<file path="src/rtl/wb_pkg.sv">
// Shared definitions for the two-master Wishbone arbiter: FSM state
// encoding, default bus widths and the round-robin pick helper.
package wb_pkg;

  localparam int AW_DEF = 32;
  localparam int DW_DEF = 32;

  typedef enum logic [1:0] {
    IDLE  = 2'd0,
    GNT0  = 2'd1,
    GNT1  = 2'd2,
    ABORT = 2'd3
  } arb_state_e;

  // Round-robin choice between the two requesters; 'last' is the master
  // that most recently owned the bus, so the other one wins a tie.
  function automatic arb_state_e rr_pick(input logic cyc0, input logic cyc1,
                                         input logic last);
    arb_state_e pick;
    if (cyc0 && cyc1) pick = last ? GNT0 : GNT1;
    else if (cyc0)    pick = GNT0;
    else if (cyc1)    pick = GNT1;
    else              pick = IDLE;
    return pick;
  endfunction

endpackage

</file>
<file path="src/rtl/wb_timeout_cnt.sv">
// Saturating stall counter for the arbiter watchdog. 'expired' is high in
// the cycle that is the TIMEOUT-th consecutive enabled (stalled) cycle.
module wb_timeout_cnt #(
  parameter int TIMEOUT = 255
) (
  input  logic clk,
  input  logic rst_n,
  input  logic clr,
  input  logic en,
  output logic expired
);

  // cnt holds the number of stalled cycles already completed, so the
  // current stalled cycle is number cnt+1.
  localparam logic [15:0] LIMIT = 16'(TIMEOUT - 1);

  logic [15:0] cnt;

  // Count consecutive stalled cycles, clearing on request, holding at LIMIT.
  always_ff @(posedge clk or negedge rst_n) begin
    // NOTE: non-blocking assignments keep every flop updating from the
    // pre-edge values, so block ordering cannot change the result.
    if (!rst_n) begin
      cnt <= '0;
    end else if (clr) begin
      cnt <= '0;
    end else if (en && (cnt != LIMIT)) begin
      cnt <= cnt + 16'd1;
    end
  end

  assign expired = en && (cnt == LIMIT);

endmodule

</file>
<file path="src/rtl/wb_arbiter_2m.sv">
// Two-master, single-slave Wishbone arbiter. Registered round-robin grant
// held for a whole cyc transaction, combinational ack/data return, and a
// watchdog that ends a stalled strobe with a one-cycle err pulse followed
// by a one-cycle idle gap on the slave bus.
module wb_arbiter_2m
  import wb_pkg::*;
#(
  parameter int AW      = AW_DEF,
  parameter int DW      = DW_DEF,
  parameter int TIMEOUT = 255
) (
  input  logic          clk,
  input  logic          rst_n,
  // master 0 (CPU data port)
  input  logic          m0_cyc_i,
  input  logic          m0_stb_i,
  input  logic          m0_we_i,
  input  logic [AW-1:0] m0_adr_i,
  input  logic [DW-1:0] m0_dat_i,
  output logic [DW-1:0] m0_dat_o,
  output logic          m0_ack_o,
  output logic          m0_err_o,
  // master 1 (DMA / debug loader)
  input  logic          m1_cyc_i,
  input  logic          m1_stb_i,
  input  logic          m1_we_i,
  input  logic [AW-1:0] m1_adr_i,
  input  logic [DW-1:0] m1_dat_i,
  output logic [DW-1:0] m1_dat_o,
  output logic          m1_ack_o,
  output logic          m1_err_o,
  // slave
  output logic          s_cyc_o,
  output logic          s_stb_o,
  output logic          s_we_o,
  output logic [AW-1:0] s_adr_o,
  output logic [DW-1:0] s_dat_o,
  input  logic [DW-1:0] s_dat_i,
  input  logic          s_ack_i,
  // debug
  output logic [1:0]    gnt_o
);

  arb_state_e state, state_next;
  logic       last, last_next;
  logic       own_cyc, own_stb;
  logic       stall_en, stall_clr, expired;

  // cyc/stb of whichever master currently owns the bus (0 when nobody does).
  assign own_cyc = (state == GNT0) ? m0_cyc_i :
                   (state == GNT1) ? m1_cyc_i : 1'b0;
  assign own_stb = (state == GNT0) ? m0_stb_i :
                   (state == GNT1) ? m1_stb_i : 1'b0;

  // A cycle counts as stalled when the owner strobes and the slave does not
  // ack; an ack in the expiry cycle therefore suppresses the err.
  assign stall_en  = own_cyc && own_stb && !s_ack_i;
  assign stall_clr = !stall_en || (state_next != state);

  wb_timeout_cnt #(
    .TIMEOUT (TIMEOUT)
  ) u_timeout_cnt (
    .clk     (clk),
    .rst_n   (rst_n),
    .clr     (stall_clr),
    .en      (stall_en),
    .expired (expired)
  );

  // Grant state and round-robin pointer; reset favours master 0 on a tie.
  always_ff @(posedge clk or negedge rst_n) begin
    if (!rst_n) begin
      state <= IDLE;
      last  <= 1'b1;
    end else begin
      state <= state_next;
      last  <= last_next;
    end
  end

  // Next grant: arbitrate when free, release on cyc low, abort on timeout.
  always_comb begin
    // NOTE: every output of this block gets a default first, so no path
    // leaves a variable unassigned and no latch is inferred.
    state_next = state;
    last_next  = last;
    unique case (state)
      // ABORT is itself the idle gap, so it arbitrates exactly like IDLE
      // and a pending master is granted straight after the gap.
      IDLE, ABORT: state_next = rr_pick(m0_cyc_i, m1_cyc_i, last);
      GNT0: begin
        if (!m0_cyc_i) begin
          last_next  = 1'b0;
          state_next = m1_cyc_i ? GNT1 : IDLE;
        end else if (expired) begin
          last_next  = 1'b0;
          state_next = ABORT;
        end
      end
      GNT1: begin
        if (!m1_cyc_i) begin
          last_next  = 1'b1;
          state_next = m0_cyc_i ? GNT0 : IDLE;
        end else if (expired) begin
          last_next  = 1'b1;
          state_next = ABORT;
        end
      end
      default: state_next = IDLE;
    endcase
  end

  // Slave-side mux from the owner and termination routing back to it.
  always_comb begin
    s_cyc_o  = 1'b0;
    s_stb_o  = 1'b0;
    s_we_o   = 1'b0;
    s_adr_o  = '0;
    s_dat_o  = '0;
    m0_ack_o = 1'b0;
    m0_err_o = 1'b0;
    m1_ack_o = 1'b0;
    m1_err_o = 1'b0;
    unique case (state)
      GNT0: begin
        s_cyc_o  = m0_cyc_i;
        s_stb_o  = m0_stb_i;
        s_we_o   = m0_we_i;
        s_adr_o  = m0_adr_i;
        s_dat_o  = m0_dat_i;
        m0_ack_o = s_ack_i;
        m0_err_o = expired;
      end
      GNT1: begin
        s_cyc_o  = m1_cyc_i;
        s_stb_o  = m1_stb_i;
        s_we_o   = m1_we_i;
        s_adr_o  = m1_adr_i;
        s_dat_o  = m1_dat_i;
        m1_ack_o = s_ack_i;
        m1_err_o = expired;
      end
      default: ;
    endcase
  end

  // Read data is broadcast; only the owner sees an ack qualifying it.
  assign m0_dat_o = s_dat_i;
  assign m1_dat_o = s_dat_i;

  assign gnt_o = {state == GNT1, state == GNT0};

endmodule

</file>
<file path="config.mk">
export PLATFORM = sky130hd
export DESIGN_NAME = wb_arbiter_2m
export DESIGN_NICKNAME = d
export VERILOG_FILES = /design/src/rtl/wb_pkg.sv /design/src/rtl/wb_timeout_cnt.sv /design/src/rtl/wb_arbiter_2m.sv
export SDC_FILE = /design/constraint.sdc
export NUM_CORES = 1
export LEC_CHECK = 0
export BUFFER_PORTS_ARGS = -buffer_cell sky130_fd_sc_hd__buf_2
export CORE_AREA = 3 3 117 119
export DETAILED_ROUTE_END_ITERATION = 10
export DIE_AREA = 0 0 120 122
export SLEW_MARGIN = 0
export SYNTH_ARGS = -nofsm -noshare
export SYNTH_HDL_FRONTEND = slang
export SYNTH_SLANG_ARGS = --single-unit
</file>
<file path="constraint.sdc">
create_clock -name clk -period 6.8 [get_ports clk]
set_input_delay 0.34 -clock clk [delete_from_list [all_inputs] [get_ports clk]]
set_output_delay 0.34 -clock clk [all_outputs]
set_load 0.02 [all_outputs]
</file>
==> results of run 1 <==
==> layout by cell type (no fill, tap or decap), types with 2 or more instances in the layout <==
master	n
nand4_1	5
xor2_1	10
xnor2_1	3
a21oi_1	3
nor2_1	72
ha_2	2
o21ai_0	4
inv_1	6
and3_1	4
nand2_1	10
buf_4	3
a211oi_1	2
a22oi_1	66
dfrtp_1	18
nor4_1	2
nor3_1	4
and4_1	3
clkbuf_16	3
buf_2	209
nor3_2	10
a21o_1	3
nand3_1	6
ha_1	2
and2_1	4
o32a_1	2
==> report_power, final <==
group	leakage [nW]	switching, mW	total (mW)	internal [mW]
Sequential	0.260	0.0108	0.135	0.124
Combinational	1.39	0.682	0.976	0.294
Clock	0.0382	0.0398	0.119	0.0797
Total	1.68	0.733	1.23	0.498
==> critical path, cell delays in order (launching register included) <==
cell and delay (ns):
dfrtp_1 0.42, inv_1 0.10, ha_2 0.26, buf_4 0.56, nand2_2 0.17, a21o_1 0.21
and3_1 0.18, a2111o_1 0.68, nor4_1 0.35
==> per-layer routing <==
| layer | vias to the layer above | wire length (microns) | share of wire, % |
|---|---|---|---|
| li1 | 1428 | - | - |
| met1 | 1361 | 5032 | 38 |
| met2 | 181 | 5481 | 41 |
| met3 | 33 | 2461 | 18 |
| met4 | 0 | 343 | 2.6 |
| met5 | - | 0 | 0 |
==> cell usage after synthesis (2+ instances only) <==
master | n | share of area [%]
nand2_1 | 10 | 1.4
a21oi_1 | 3 | 0.58
o32a_1 | 2 | 0.77
and4_1 | 3 | 1.0
ha_1 | 4 | 1.9
o21ai_0 | 4 | 0.77
and3_1 | 4 | 0.96
buf_2 | 2 | 0.39
a22oi_1 | 66 | 19
nand3_1 | 6 | 1.2
nor2_1 | 72 | 10
and2_1 | 4 | 0.96
buf_4 | 65 | 19
inv_1 | 6 | 0.87
dfrtp_1 | 18 | 17
nor3_2 | 10 | 3.9
a21o_1 | 3 | 0.87
buf_6 | 2 | 0.87
xnor2_1 | 3 | 1.0
clkbuf_1 | 19 | 2.7
nor3_1 | 4 | 0.77
xor2_1 | 10 | 3.4
buf_1 | 5 | 0.72
nand4_1 | 5 | 1.2
a211oi_1 | 2 | 0.58
nor4_1 | 2 | 0.48
==> cell families (layout without fill, tap and decap cells) <==
family	after synthesis	count (layout)	share of synthesized area, %
buffers and inverters	99	222	24.39
adder cells (fa/ha/maj)	4	4	1.928
flip-flops	19	19	18.36
multiplexers	1	1	0.3856
XOR/XNOR	13	13	4.386
AO/OA/AOI/OAI	87	87	25.25
AND/OR/NAND/NOR	128	128	25.30
==> stage by stage <==
step,worst slack (ns),cells,hold slack [ns],area (sq um)
6_report,3.761,646,0.02683,3353
5_1_grt,3.544,646,0.06616,3353
4_1_cts,3.709,646,0.04458,3353
3_5_place_dp,3.700,642,0.3090,3274
3_3_place_gp,3.823,642,0.2983,3274
2_1_floorplan,4.433,351,0.04441,2596
==> final timing paths <==
path / to / slack, ns / cells past startpoint
setup / recovery: u_timeout_cnt.cnt[2] / 3.76 / 8
hold / removal: u_timeout_cnt.cnt[2] / 0.03 / 1
setup reg to reg: u_timeout_cnt.cnt[2] / 3.76 / 8
hold reg to reg: last / 0.53 / 1
max in group asynchronous: last / 6.44 / 1
min in group clk: state[0] / 0.45 / 3
==> layout make-up <==
class | count | share of cell area [%]
clock buffer | 4 | 2.351
inverter | 6 | 0.6716
multi-input combinational | 233 | 44.48
sequential | 19 | 14.22
timing repair buffer | 212 | 31.87
tap | 172 | 6.418
==> state kept, by name, indices dropped and copies added (netlist names) <==
name	count
u_timeout_cnt.cnt	16
state	2
last	1
==> summary.txt, run 1 <==
Timing
  – Tmin final: 3.039 ns
  – RSZ-0062 raised after global routing: false
  – Fmax: 329.0 MHz
  – Final slew viol count: 0
  – Final worst path period share: 44.70%
  – Fin Setup TNS: 0 ns
  – Final hold violations: 0
  – Rel. slew slack: between 50% and 60%
  – Final setup viols: 0
  – Setup Skew: 0.002888 ns
  – Worst slew pin tran: 0.7250 ns

Layout
  – Final core utilization: 26.46%
  – Layout cells sized above 1: between 40% and 50%
  – FF+latch area: 476.7 sq um
  – Syn-to-layout area delta: 29.16%
  – Filler instances: 1459
  – Antenna diodes: 0
  – Area used by multi-input combinational logic: between 1000 and 1500 sq um
  – Nets: 648

Run status
  – Outcome: completed

Detailed routing
  – Drt pass-1 iters: 4
  – Antenna Nets Post-Route: 0
  – Routed vias: 3003
  – DR WL/cell: 20.62 microns
  – Final wirelength: approximately 13000 microns
  – Initial drt markers: ~190
  – Drt drc: 0
  – Routed vias/inst: 4.649

Place
  – Port Buffers: 209
  – Detailed Place HPWL: roughly 11000 microns
  – Placer Congestion: approximately 0.84

Yosys
  – Syn_nets: between 500 and 600
  – Ys flop type: dfrtp_1
  – Number of flops mapped to enable cells by yosys: 0
  – Ys async rst share: 100.0%
  – Syn Area/Cell: ~7.4 sq um
  – Cell area after synthesis: 2596 sq um
  – Yosys cell types: 43
  – Number of synthesized register bits: 19
  – Post-Syn Instances: 351
  – Synth Warn #: 0
  – Register area share after synthesis: 18.36%

Clocking
  – Clock root cell: clkbuf_16
  – Reg clk slew, reported paths: 0.05 ns
  – Worst-case clock buffer depth: 2
  – Hold Buf Count CTS: 0
  – Worst-skew pair later-pin latency: 0.25 ns
  – CTS sink count: 19
  – Max H-tree Level: 1
  – CTS Buf Count: 3
  – # Post-CTS Setup Buffers: 0
  – Post_cts resized: 0
  – CTS tree: done

Floorplan
  – Die H: 122 microns
  – Row Count: 41
  – I/O Pins: 306
  – Die footprint: 14640 sq um
  – Core ar.: 12670 sq um
  – Die width: 120 microns
  – Starting Density: between 20% and 30%

Worst setup path
  – Crit-path max FO: 68
  – Worst EP required: 6.95 ns
  – Worst setup startpoint: state[0]
  – Startpoint Class: flip-flop
  – Critical Path AT: about 3.2 ns
  – Reg2Reg Launch Point: state[0]
  – WS Path Type: reg2reg
  – CP Capture Type: flip-flop

Power and ir drop
  – Power per cell area: approximately 370 nW/um^2
  – Final Power: between 1 and 1.5 mW
  – Pleak: 1.685 nW
  – Peak supply drop: approximately 0.16 mV

GRT
  – GR Util All Layers: between 15 and 20%
  – First-pass GRT wire length: 17600 microns
  – Met2 Usage GRT: between 20% and 30%
  – Residual overflow from global routing: 0
  – Most used routing layer: met2
  – Initial antenna violation count: 0
  – Grt met3 use: 13.46%
  – Vias in the first global route: 2681
  – Largest net degree at the start of global routing: 76
  – Met1 Usage GRT: 18.88%

Min path
  – Worst Hold Class: in2async

Flow run
  – Number of max-cap violations: 0
No activity file was read; power rests on OpenSTA's default activity.
==> run 2, diff against run 1 <==
- ABC_AREA: unset -> 1
- clock period: 6.8 -> 3 ns (I/O delays scaled with it)
==> run 2 against run 1 <==
Design area increased by 7.9%. Global-route usage decreased by 2.2 points. Wire length decreased by 16%. Die area unchanged. Count of clock-buffer cells in the layout unchanged. Core utilization increased by 2.1 points. Combinational power increased by 110%. Final cell count increased by 19%. Worst setup slack got worse by 2.9 ns.
==> summary.txt, run 2 <==
Detailed routing
  – Antenna Nets Post-Route: 0
  – Drt drc: 0
  – Drt pass-1 iters: 4
  – Initial drt markers: 130
  – DR WL/cell: 14.57 microns
  – Final wirelength: 11200 microns
  – Routed vias/inst: 4.334
  – Routed vias: 3333

Floorplan
  – Die width: 120 microns
  – Die footprint: 14640 sq um
  – I/O Pins: 306
  – Starting Density: approximately 22%
  – Die H: between 100 and 150 microns
  – Row Count: 41
  – Core ar.: 12670 sq um

Worst setup path
  – Critical Path AT: 2.00 ns
  – Cells along the critical path: inv_1 -> ha_2 -> buf_4 -> nand2_1 -> a21oi_1 -> buf_2
  – Critical-path top delay cell: buf_4
  – Worst EP required: 2.85 ns
  – Reg2Reg Setup Slack: ~0.97 ns
  – CP Capture Type: output pin
  – Crit-path max FO: 47
  – Max stage delay on crit path: between 0.4 and 0.5 ns
  – WS Path Type: reg2out
  – Startpoint Class: flip-flop

Clocking
  – Worst-skew pair later-pin latency: roughly 0.25 ns
  – Reg clk slew, reported paths: 0.05 ns
  – CTS sink count: 19
  – CTS Buf Count: 3
  – Post_cts resized: 0
  – Max H-tree Level: 1
  – CTS tree: done
  – Worst-case clock buffer depth: 2
  – Clock root cell: clkbuf_16

GRT
  – Largest net degree at the start of global routing: 48
  – Vias in the first global route: 2980
  – Residual overflow from global routing: 0
  – GR Util All Layers: 13.91%
  – First-pass GRT wire length: between 15000 and 20000 microns
  – Initial antenna violation count: 6

Place
  – Pre-CTS setup slack: 0.9634 ns
  – Detailed Place HPWL: between 9000 and 10000 microns
  – Placer Congestion: 0.8630
  – Port Buffers: ~210
  – Post-Place Cell Area: between 3000 and 4000 sq um

Timing
  – Rel. slew slack: 68.94%
  – Tmin final: 2.148 ns
  – Final hold violations: 0
  – Final setup viols: 0
  – Worst slew pin tran: 0.4617 ns
  – Final worst path period share: 71.61%
  – Fin Setup TNS: 0 ns
  – Setup Skew: 0.002365 ns
  – Setup ws final: 0.8518 ns
  – Fmax: about 470 MHz
  – RSZ-0062 raised after global routing: false
  – Final slew viol count: 0

Yosys
  – Ys async rst share: 100.0%
  – Commonest cells post-synth: nand2_1, a21oi_1, buf_4
  – Register area share after synthesis: 16.90%
  – Ys flop type: dfrtp_1
  – Synth Warn #: 0
  – Number of synthesized register bits: 19
  – Post-Syn Instances: approximately 470
  – Top post-synthesis cells by area: nand2_1, buf_4, dfrtp_1, a21oi_1, inv_1
  – Cell area after synthesis: 2820 sq um
  – Yosys cell types: 29
  – Number of flops mapped to enable cells by yosys: 0
  – Syn Area/Cell: 6.039 sq um
  – Share of Yosys cell area claimed by the top area cell type: 21.96%
  – Synth area leader: nand2_1
  – Syn_nets: 640
  – Count leader, synth: nand2_1

Layout
  – Top reg by flops: u_timeout_cnt.cnt
  – Syn-to-layout area delta: 28.35%
  – Nets: 770
  – Layout cells sized above 1: 42.45%
  – Filler instances: 1472
  – Most frequent cells in the layout: buf_2, nand2_1, a21oi_1, inv_1, dfrtp_1
  – Max FFs per register: 16
  – Commonest non-fill, non-tap cell in the layout: buf_2
  – Top flop regs: u_timeout_cnt.cnt (16), state (2), last (1)
  – Post-route cell area: between 3000 and 4000 sq um

Power and ir drop
  – Power per cell area: roughly 730 nW/um^2
  – Pleak: 1.853 nW
  – Peak supply drop: 0.3383 mV
  – Logic pwr share: about four fifths
  – Reported net switching power: between 1.5 and 2 mW
  – Flop pwr share: between 10 and 15%
  – Clock power share: 10.2%
  – Sw frac: 60.73%
  – Cell Int Power: 1.044 mW

Flow run
  – Number of max-cap violations: 0

Min path
  – Worst Hold Class: in2out

Run status
  – Outcome: completed
run 2: cells by family (layout without fill, tap and decap cells):
| kind of cell | after synthesis | count (layout) | synth area share [%] |
|---|---|---|---|
| simple gates | 231 | 231 | 38.64 |
| buf+inv | 121 | 250 | 25.38 |
| compound gates | 88 | 88 | 16.06 |
| flops | 19 | 19 | 16.90 |
| fa+ha+maj | 4 | 4 | 1.775 |
| xor+xnor | 4 | 4 | 1.242 |
| other cells | 0 | 1 | 0 |
run 2: worst max-delay path: cells and delay by family (launching register included):
family	cells	cell delay [ns]
buffers and inverters	3	0.74
DFF	1	0.40
adders and majority gates	1	0.25
AOI/OAI and AO/OA	1	0.23
and+or+nand+nor	1	0.11
run 2: cell type report:
| type | instances | area, sq um | area share [%] |
|---|---|---|---|
| diodes | 1 | 2.502 | 0.06913 |
| clock buffers | 4 | 78.83 | 2.178 |
| inverters | 30 | 112.6 | 3.111 |
| multi-input cells | 327 | 1633 | 45.11 |
| flip-flops and latches | 19 | 476.7 | 13.17 |
| well taps | 172 | 215.2 | 5.945 |
| repair buffers | 216 | 1101 | 30.42 |
run 2: power by group through the flow:
stage               registers [mW]  logic [mW]  clock network [mW]
floorplan                    0.294        1.56                   0
global placement             0.298        2.11                   0
detailed placement           0.298        2.11                   0
CTS                          0.295        2.11               0.280
global route                 0.297        2.28               0.291
finish                       0.295        2.09               0.271
run 2: routing by layer:
layer	track usage [%]	vias up	wire length, microns
met5	0	-	54
met3	6.500	16	1255
met2	22.48	171	5228
li1	-	1683	-
met1	17.36	1453	4559
met4	2.004	10	106
run 2: final timing paths:
check                                      startpoint                     to  cells after the start
worst max-delay path                         state[0]            s_dat_o[26]                      6
worst min-delay path                      s_dat_i[30]           m0_dat_o[30]                      0
worst max register to register               state[0]  u_timeout_cnt.cnt[10]                     12
worst min register to register  u_timeout_cnt.cnt[15]  u_timeout_cnt.cnt[15]                      3
max in group asynchronous                       rst_n                   last                      2
min in group asynchronous                       rst_n  u_timeout_cnt.cnt[11]                      2
run 2: through the flow:
step	util (%)	power [mW]	std cells	hold slack, ns
finish	28.57	2.659	769	0.3000
global route	28.57	2.870	769	0.3002
CTS	28.55	2.689	768	0.3002
detailed placement	27.85	2.405	763	0.1181
global placement	27.85	2.408	763	0.1193
floorplan	-	1.858	467	-0.1456
run 2: timing repair:
item | 4_1_cts | 5_1_grt
buffers inserted | 0 | 0
hold buffers | 1 | 0
hold endpoints to repair | 18 | 0
